==> src/rtl/trace_capture_if.sv <==
// Processor observation bus sampled by the trace capture block.
// Latency: none, plain signal bundle.
// Backpressure: none, the observed core never stalls for tracing.
interface trace_capture_if;
  logic [31:0] PC;
  logic [31:0] Instr;
  logic [31:0] ALUResult;
  logic        N;
  logic        Z;
  logic        C;
  logic        V;
  logic        PCSrc;
  logic        MemWrite;
  logic        RegWrite;

  modport master (
    output PC, Instr, ALUResult, N, Z, C, V, PCSrc, MemWrite, RegWrite
  );

  modport slave (
    input PC, Instr, ALUResult, N, Z, C, V, PCSrc, MemWrite, RegWrite
  );
endinterface

==> src/rtl/trace_capture.sv <==
// Pre/post-trigger trace buffer for a processor observation bus, with indexed readback.
// Latency: one sample written per cycle in PRE/POST; readback data valid one cycle after rd_en.
// Backpressure: none; rd_en is honoured only in DONE, otherwise rd_valid stays low.
module trace_capture #(
  parameter int DEPTH    = 16,
  parameter int PRE_TRIG = 4
) (
  input  logic                     clk,
  input  logic                     reset,
  input  logic                     arm,
  input  logic                     abort,
  input  logic [1:0]               trig_mode,
  input  logic [31:0]              trig_pc,
  input  logic [3:0]               trig_flags,
  input  logic [3:0]               trig_mask,
  trace_capture_if.slave           obs,
  input  logic                     rd_en,
  input  logic [$clog2(DEPTH)-1:0] rd_addr,
  output logic [102:0]             rd_data,
  output logic                     rd_valid,
  output logic [1:0]               state,
  output logic                     triggered,
  output logic                     done
);
  localparam int AW = $clog2(DEPTH);
  localparam int CW = AW + 1;
  localparam logic [CW-1:0] PRE_TRIG_C = CW'(PRE_TRIG);
  localparam logic [CW-1:0] POST_LEN_C = CW'(DEPTH - PRE_TRIG);

  typedef enum logic [1:0] {
    ST_IDLE = 2'd0,
    ST_PRE  = 2'd1,
    ST_POST = 2'd2,
    ST_DONE = 2'd3
  } state_e;

  state_e          state_q, state_d;
  logic [AW-1:0]   wr_ptr_q, wr_ptr_d;
  logic [CW-1:0]   pre_cnt_q, pre_cnt_d;
  logic [CW-1:0]   post_cnt_q, post_cnt_d;
  logic            triggered_q, triggered_d;
  logic            rd_valid_q, rd_valid_d;
  logic [102:0]    rd_data_q, rd_data_d;

  logic [102:0]    mem [DEPTH];
  logic            wr_en;
  logic [102:0]    sample;
  logic            trig_hit;
  logic [AW-1:0]   rd_idx;

  // Current observation packed as a record, PC in the LSBs.
  assign sample = {obs.N, obs.Z, obs.C, obs.V, obs.PCSrc, obs.MemWrite, obs.RegWrite,
                   obs.ALUResult, obs.Instr, obs.PC};

  // Logical index 0 is the oldest record, which sits at the write pointer once frozen.
  assign rd_idx = wr_ptr_q + rd_addr;

  // Raw trigger condition for the selected mode; qualification happens in the FSM.
  always_comb begin
    trig_hit = 1'b0;
    case (trig_mode)
      2'd0:    trig_hit = 1'b1;
      2'd1:    trig_hit = (obs.PC == trig_pc);
      2'd2:    trig_hit = obs.MemWrite;
      default: trig_hit = (({obs.N, obs.Z, obs.C, obs.V} & trig_mask) == (trig_flags & trig_mask));
    endcase
  end

  // Capture FSM next-state, pointer/counter updates and readback request handling.
  always_comb begin
    state_d     = state_q;
    wr_ptr_d    = wr_ptr_q;
    pre_cnt_d   = pre_cnt_q;
    post_cnt_d  = post_cnt_q;
    triggered_d = triggered_q;
    rd_valid_d  = 1'b0;
    rd_data_d   = rd_data_q;
    wr_en       = 1'b0;

    case (state_q)
      ST_IDLE, ST_DONE: begin
        if (arm) begin
          state_d     = ST_PRE;
          wr_ptr_d    = '0;
          pre_cnt_d   = '0;
          post_cnt_d  = '0;
          triggered_d = 1'b0;
        end
      end
      ST_PRE: begin
        wr_en    = 1'b1;
        wr_ptr_d = wr_ptr_q + 1'b1;
        // Only a full pre-trigger window may accept a trigger.
        if (pre_cnt_q == PRE_TRIG_C && trig_hit) begin
          triggered_d = 1'b1;
          post_cnt_d  = CW'(1);
          state_d     = (POST_LEN_C == CW'(1)) ? ST_DONE : ST_POST;
        end else if (pre_cnt_q != PRE_TRIG_C) begin
          pre_cnt_d = pre_cnt_q + 1'b1;
        end
      end
      default: begin
        wr_en      = 1'b1;
        wr_ptr_d   = wr_ptr_q + 1'b1;
        post_cnt_d = post_cnt_q + 1'b1;
        if (post_cnt_d == POST_LEN_C) begin
          state_d = ST_DONE;
        end
      end
    endcase

    if (state_q == ST_DONE && rd_en) begin
      rd_valid_d = 1'b1;
      rd_data_d  = mem[rd_idx];
    end

    // Abort beats everything else in the cycle, including a pending read.
    if (abort) begin
      state_d     = ST_IDLE;
      triggered_d = 1'b0;
      wr_en       = 1'b0;
      wr_ptr_d    = wr_ptr_q;
      pre_cnt_d   = pre_cnt_q;
      post_cnt_d  = post_cnt_q;
      rd_valid_d  = 1'b0;
      rd_data_d   = rd_data_q;
    end
  end

  // Control and readback registers with synchronous reset.
  always_ff @(posedge clk) begin
    if (reset) begin
      state_q     <= ST_IDLE;
      wr_ptr_q    <= '0;
      pre_cnt_q   <= '0;
      post_cnt_q  <= '0;
      triggered_q <= 1'b0;
      rd_valid_q  <= 1'b0;
      rd_data_q   <= '0;
    end else begin
      state_q     <= state_d;
      wr_ptr_q    <= wr_ptr_d;
      pre_cnt_q   <= pre_cnt_d;
      post_cnt_q  <= post_cnt_d;
      triggered_q <= triggered_d;
      rd_valid_q  <= rd_valid_d;
      rd_data_q   <= rd_data_d;
    end
  end

  // Trace storage; contents survive reset and abort.
  always_ff @(posedge clk) begin
    if (wr_en && !reset) begin
      mem[wr_ptr_q] <= sample;
    end
  end

  assign state     = state_q;
  assign triggered = triggered_q;
  assign done      = (state_q == ST_DONE);
  assign rd_valid  = rd_valid_q;
  assign rd_data   = rd_data_q;
endmodule
==> src/flat_wrapper.sv <==
// flat-port wrapper written by rule: the top's interface ports become plain ports
module trace_capture_flat 
#(
  parameter int DEPTH    = 16,
  parameter int PRE_TRIG = 4
)
  (clk, reset, arm, abort, trig_mode, trig_pc, trig_flags, trig_mask, rd_en, rd_addr, rd_data, rd_valid, state, triggered, done, obs_PC, obs_Instr, obs_ALUResult, obs_N, obs_Z, obs_C, obs_V, obs_PCSrc, obs_MemWrite, obs_RegWrite);
  trace_capture_if obs_i ();
  input  logic clk;
  input  logic reset;
  input  logic arm;
  input  logic abort;
  input  logic [1:0] trig_mode;
  input  logic [31:0] trig_pc;
  input  logic [3:0] trig_flags;
  input  logic [3:0] trig_mask;
  input  logic rd_en;
  input  logic [$clog2(DEPTH)-1:0] rd_addr;
  output logic [102:0] rd_data;
  output logic rd_valid;
  output logic [1:0] state;
  output logic triggered;
  output logic done;
  input wire logic [$bits(obs_i.PC)-1:0] obs_PC;
  input wire logic [$bits(obs_i.Instr)-1:0] obs_Instr;
  input wire logic [$bits(obs_i.ALUResult)-1:0] obs_ALUResult;
  input wire logic [$bits(obs_i.N)-1:0] obs_N;
  input wire logic [$bits(obs_i.Z)-1:0] obs_Z;
  input wire logic [$bits(obs_i.C)-1:0] obs_C;
  input wire logic [$bits(obs_i.V)-1:0] obs_V;
  input wire logic [$bits(obs_i.PCSrc)-1:0] obs_PCSrc;
  input wire logic [$bits(obs_i.MemWrite)-1:0] obs_MemWrite;
  input wire logic [$bits(obs_i.RegWrite)-1:0] obs_RegWrite;
  assign obs_i.PC = obs_PC;
  assign obs_i.Instr = obs_Instr;
  assign obs_i.ALUResult = obs_ALUResult;
  assign obs_i.N = obs_N;
  assign obs_i.Z = obs_Z;
  assign obs_i.C = obs_C;
  assign obs_i.V = obs_V;
  assign obs_i.PCSrc = obs_PCSrc;
  assign obs_i.MemWrite = obs_MemWrite;
  assign obs_i.RegWrite = obs_RegWrite;
  trace_capture #(.DEPTH(DEPTH), .PRE_TRIG(PRE_TRIG)) u_core (.clk(clk), .reset(reset), .arm(arm), .abort(abort), .trig_mode(trig_mode), .trig_pc(trig_pc), .trig_flags(trig_flags), .trig_mask(trig_mask), .obs(obs_i), .rd_en(rd_en), .rd_addr(rd_addr), .rd_data(rd_data), .rd_valid(rd_valid), .state(state), .triggered(triggered), .done(done));
endmodule
==> config.mk <==
export PLATFORM = sky130hd
export DESIGN_NAME = trace_capture_flat
export DESIGN_NICKNAME = d
export VERILOG_FILES = /design/src/rtl/trace_capture_if.sv /design/src/rtl/trace_capture.sv /design/src/flat_wrapper.sv
export SDC_FILE = /design/constraint.sdc
export NUM_CORES = 2
export LEC_CHECK = 0
export CORE_ASPECT_RATIO = 1.2
export CORE_MARGIN = 2
export CORE_UTILIZATION = 40
export DETAILED_ROUTE_END_ITERATION = 12
export SYNTH_ARGS = -nofsm -noshare
export SYNTH_HDL_FRONTEND = slang
export SYNTH_SLANG_ARGS = --single-unit
==> constraint.sdc <==
create_clock -name clk -period 12 [get_ports clk]
set_clock_uncertainty 0.05 [all_clocks]
set_input_delay 1.2 -clock clk [delete_from_list [all_inputs] [get_ports clk]]
set_output_delay 1.2 -clock clk [all_outputs]
set_load 0.01 [all_outputs]
==> results.json <==
{
  "crit_type": "primary input to flop",
  "yosysUniqueCellTypes": 43,
  "critPathTopFamily": "buffers and inverters",
  "worstPathArrival_ns": 5.53,
  "drv_slew": 0,
  "synth_edf_count": 1648,
  "fin_area_mm2": 0.0783,
  "setup_tns_ns": 0,
  "grt_pass1_wl_um": 244000,
  "clock_sinks": 1769,
  "drive_gt1_share_pct": 19.1,
  "cpMostUsedCell": "buf_4",
  "cpPeakStageDelay_ns": 0.86,
  "yosysWarnings": 0,
  "cts_max_level": 4,
  "p_leak_uw": 0.0245,
  "min_path_type": "flop to flop",
  "grt_overflow": 0,
  "synth_flop_cell": "edfxtp_1",
  "cp_slowest_cell": "buf_4",
  "yosysSeqAreaShare_pct": 77.0,
  "die_w_um": 379,
  "ctsHoldBuffers": 0,
  "drtAntennaViolNets": 0,
  "start_util_pct": 40.1,
  "syn_inst": 3502,
  "required_ns": 12.35,
  "syn-cell-area_mm2": 0.0674,
  "intPower_uw": 10200,
  "drtIter0Drc": 3195,
  "numPortBuffers": 261,
  "antenna_found_initial": 18,
  "cts_buffers": 167,
  "clk_latency_ns": 0.79,
  "syn_to_final_growth_pct": 16.2,
  "p_sw_share_pct": 21.3,
  "ios": 262,
  "drc_errors": 0,
  "slew_headroom_pct": 18.3,
  "first_pass_iters": 5,
  "clockRootBuffer": "clkbuf_16",
  "timing.critical_path.cells": "clkdlybuf4s50_1, nor3_1, nand2_1, nor2_4, buf_4, buf_4",
  "viasPerCell": 5.48,
  "syn_nets": 3672,
  "vias": 34000,
  "grt_usage_pct": 19.7,
  "power_switching_uw": 2750,
  "nFillCells": 14000,
  "core_area_mm2": 0.168,
  "post_cts_buffers": 0,
  "wirelength_um": 170000,
  "worst_pin_slew_ns": 1.23,
  "gp_congestion": 0.698,
  "timing.final.crit_share_pct": 43.1,
  "cts_resized": 0,
  "outcome": "finished clean",
  "setup_viol_count_final": 0,
  "clkTransAtPathRegs_ns": 0.06,
  "clkPwrFrac_pct": 40.9,
  "combPwrFrac_pct": 6.9,
  "startpoint_type": "primary input",
  "nNetsFinal": 3973,
  "grt_max_degree": 142,
  "seq_area_mm2": 0.0519,
  "multi_input_area_mm2": 0.0148,
  "rsz0062_at_grt": "no",
  "post-route-min-period_ns": 5.18,
  "ir_worst_vdd_mv": 0.164,
  "finalHoldViolCount": 0,
  "worstSetupEndpointType": "flop",
  "timing.fmax_mhz": 193,
  "maxCapViolations": 0,
  "num_rows": 165,
  "cts_tree": "yes",
  "crit_buf_inv": 3,
  "dpl_cell_area_mm2": 0.0728,
  "synth_seq_cells": 1769,
  "dpl.hpwl_um": 86300,
  "critPathMaxFanout": 44,
  "powerDensity_mw_per_mm2": 165,
  "synthArstFlopShare_pct": 0,
  "grt_pass1_vias": 34600,
  "power_frac_seq_pct": 52.2,
  "drt-wirelength-per-cell_um": 27.3,
  "final_core_util_pct": 46.6,
  "cts_buffer_depth": 3,
  "die-area_mm2": 0.172,
  "die_h_um": 454,
  "syn_avg_cell_area_um2": 19.2
}
cell families (layout without fill, tap and decap cells):
logic type / after synthesis / after routing / share of synthesized area (%)
AND/OR/NAND/NOR: 911 / 911 / 5.82
adder cells (fa/ha/maj): 16 / 16 / 0.308
other: 0 / 6 / 0
buffers and inverters: 212 / 656 / 1.32
flip-flops: 1769 / 1769 / 77.0
XOR/XNOR: 46 / 46 / 0.609
multiplexers: 415 / 415 / 13.8
AO/OA/AOI/OAI: 133 / 133 / 1.09
power by group through the flow:
stage / Combinational, uW / Clock, uW / Sequential [uW]
4_1_cts: 917 / 5400 / 6750
2_1_floorplan: 601 / 0 / 6880
3_3_place_gp: 910 / 0 / 6880
6_report: 895 / 5290 / 6750
5_1_grt: 977 / 5620 / 6750
3_5_place_dp: 915 / 0 / 6880
cell usage in the layout, fill, tap and decap left out, types with 6 or more instances in the layout:
cell	synthesis	layout
buf_12	0	7
inv_6	0	6
nand3_1	320	320
ha_1	15	14
bufinv_16	0	15
edfxtp_1	1648	1648
xor2_1	42	40
a21oi_1	115	115
inv_1	13	13
dfxtp_1	121	121
clkbuf_8	0	14
clkinv_2	0	24
nand2_1	526	526
clkbuf_16	0	172
clkbuf_1	104	45
nor2_1	24	11
clkinv_1	0	27
nor2_4	0	13
diode_2	0	6
nor4_1	8	7
buf_4	1	63
mux4_2	412	412
clkdlybuf4s50_1	0	260
layout make-up:
type,count,area share [%]
Sequential cell,1769,66.3
Inverter,13,0.0623
Multi-Input combinational cell,1521,18.9
Tap cell,2254,3.60
Timing Repair Buffer,331,4.12
Antenna cell,6,0.0192
Clock inverter,81,1.05
Clock buffer,231,5.96
state kept, by name, indices dropped and copies added, names as in the netlist:
signal / count
u_core.rd_data: 103
u_core.state: 2
u_core.pre_cnt_q: 5
u_core.post_cnt_q: 5
u_core.rd_valid: 1
u_core.triggered: 1
u_core.wr_ptr_q: 4
u_core.mem: 1648
stage by stage:
stage	std cells	hold slack [ns]	total power, uW	setup WS, ns
global placement	5888	0.392	7790	5.94
detailed placement	5888	0.397	7800	5.96
floorplan	3502	0.422	7480	2.24
CTS	6200	0.406	13100	6.82
global route	6204	0.422	13300	6.55
finish	6206	0.403	12900	6.82
worst paths after layout:
check	cells after the start	slack (ns)	start	endpoint
setup / recovery	6	6.82	abort	u_core.mem[4][75]
hold / removal	2	0.40	u_core.rd_data[76]	u_core.rd_data[76]
setup reg to reg	7	7.13	u_core.state[0]	u_core.mem[4][75]
hold reg to reg	2	0.40	u_core.rd_data[76]	u_core.rd_data[76]
layer usage:
metal / GRT usage, % / part of all wire [%]
met5: 0 / 0.075
met4: 4.79 / 1.9
met3: 3.88 / 6.2
met2: 32.4 / 49
met1: 27.1 / 43
tightest hold or removal path, stage by stage (launching register included):
cell,delay (ns)
dfxtp_1,0.31
nand2_1,0.05
a21oi_1,0.05
cell usage after synthesis (13+ instances only):
cell | number | area share, %
ha_1 | 15 | 0.28
xor2_1 | 42 | 0.55
dfxtp_1 | 121 | 3.6
inv_1 | 13 | 0.072
a21oi_1 | 115 | 0.85
nand3_1 | 320 | 2.4
nor2_1 | 24 | 0.13
mux4_2 | 412 | 14
buf_2 | 72 | 0.53
nand2_1 | 526 | 2.9
clkbuf_1 | 104 | 0.58
edfxtp_1 | 1648 | 73
buf_1 | 22 | 0.12
Note: power is estimated with default switching activity, not from simulation.
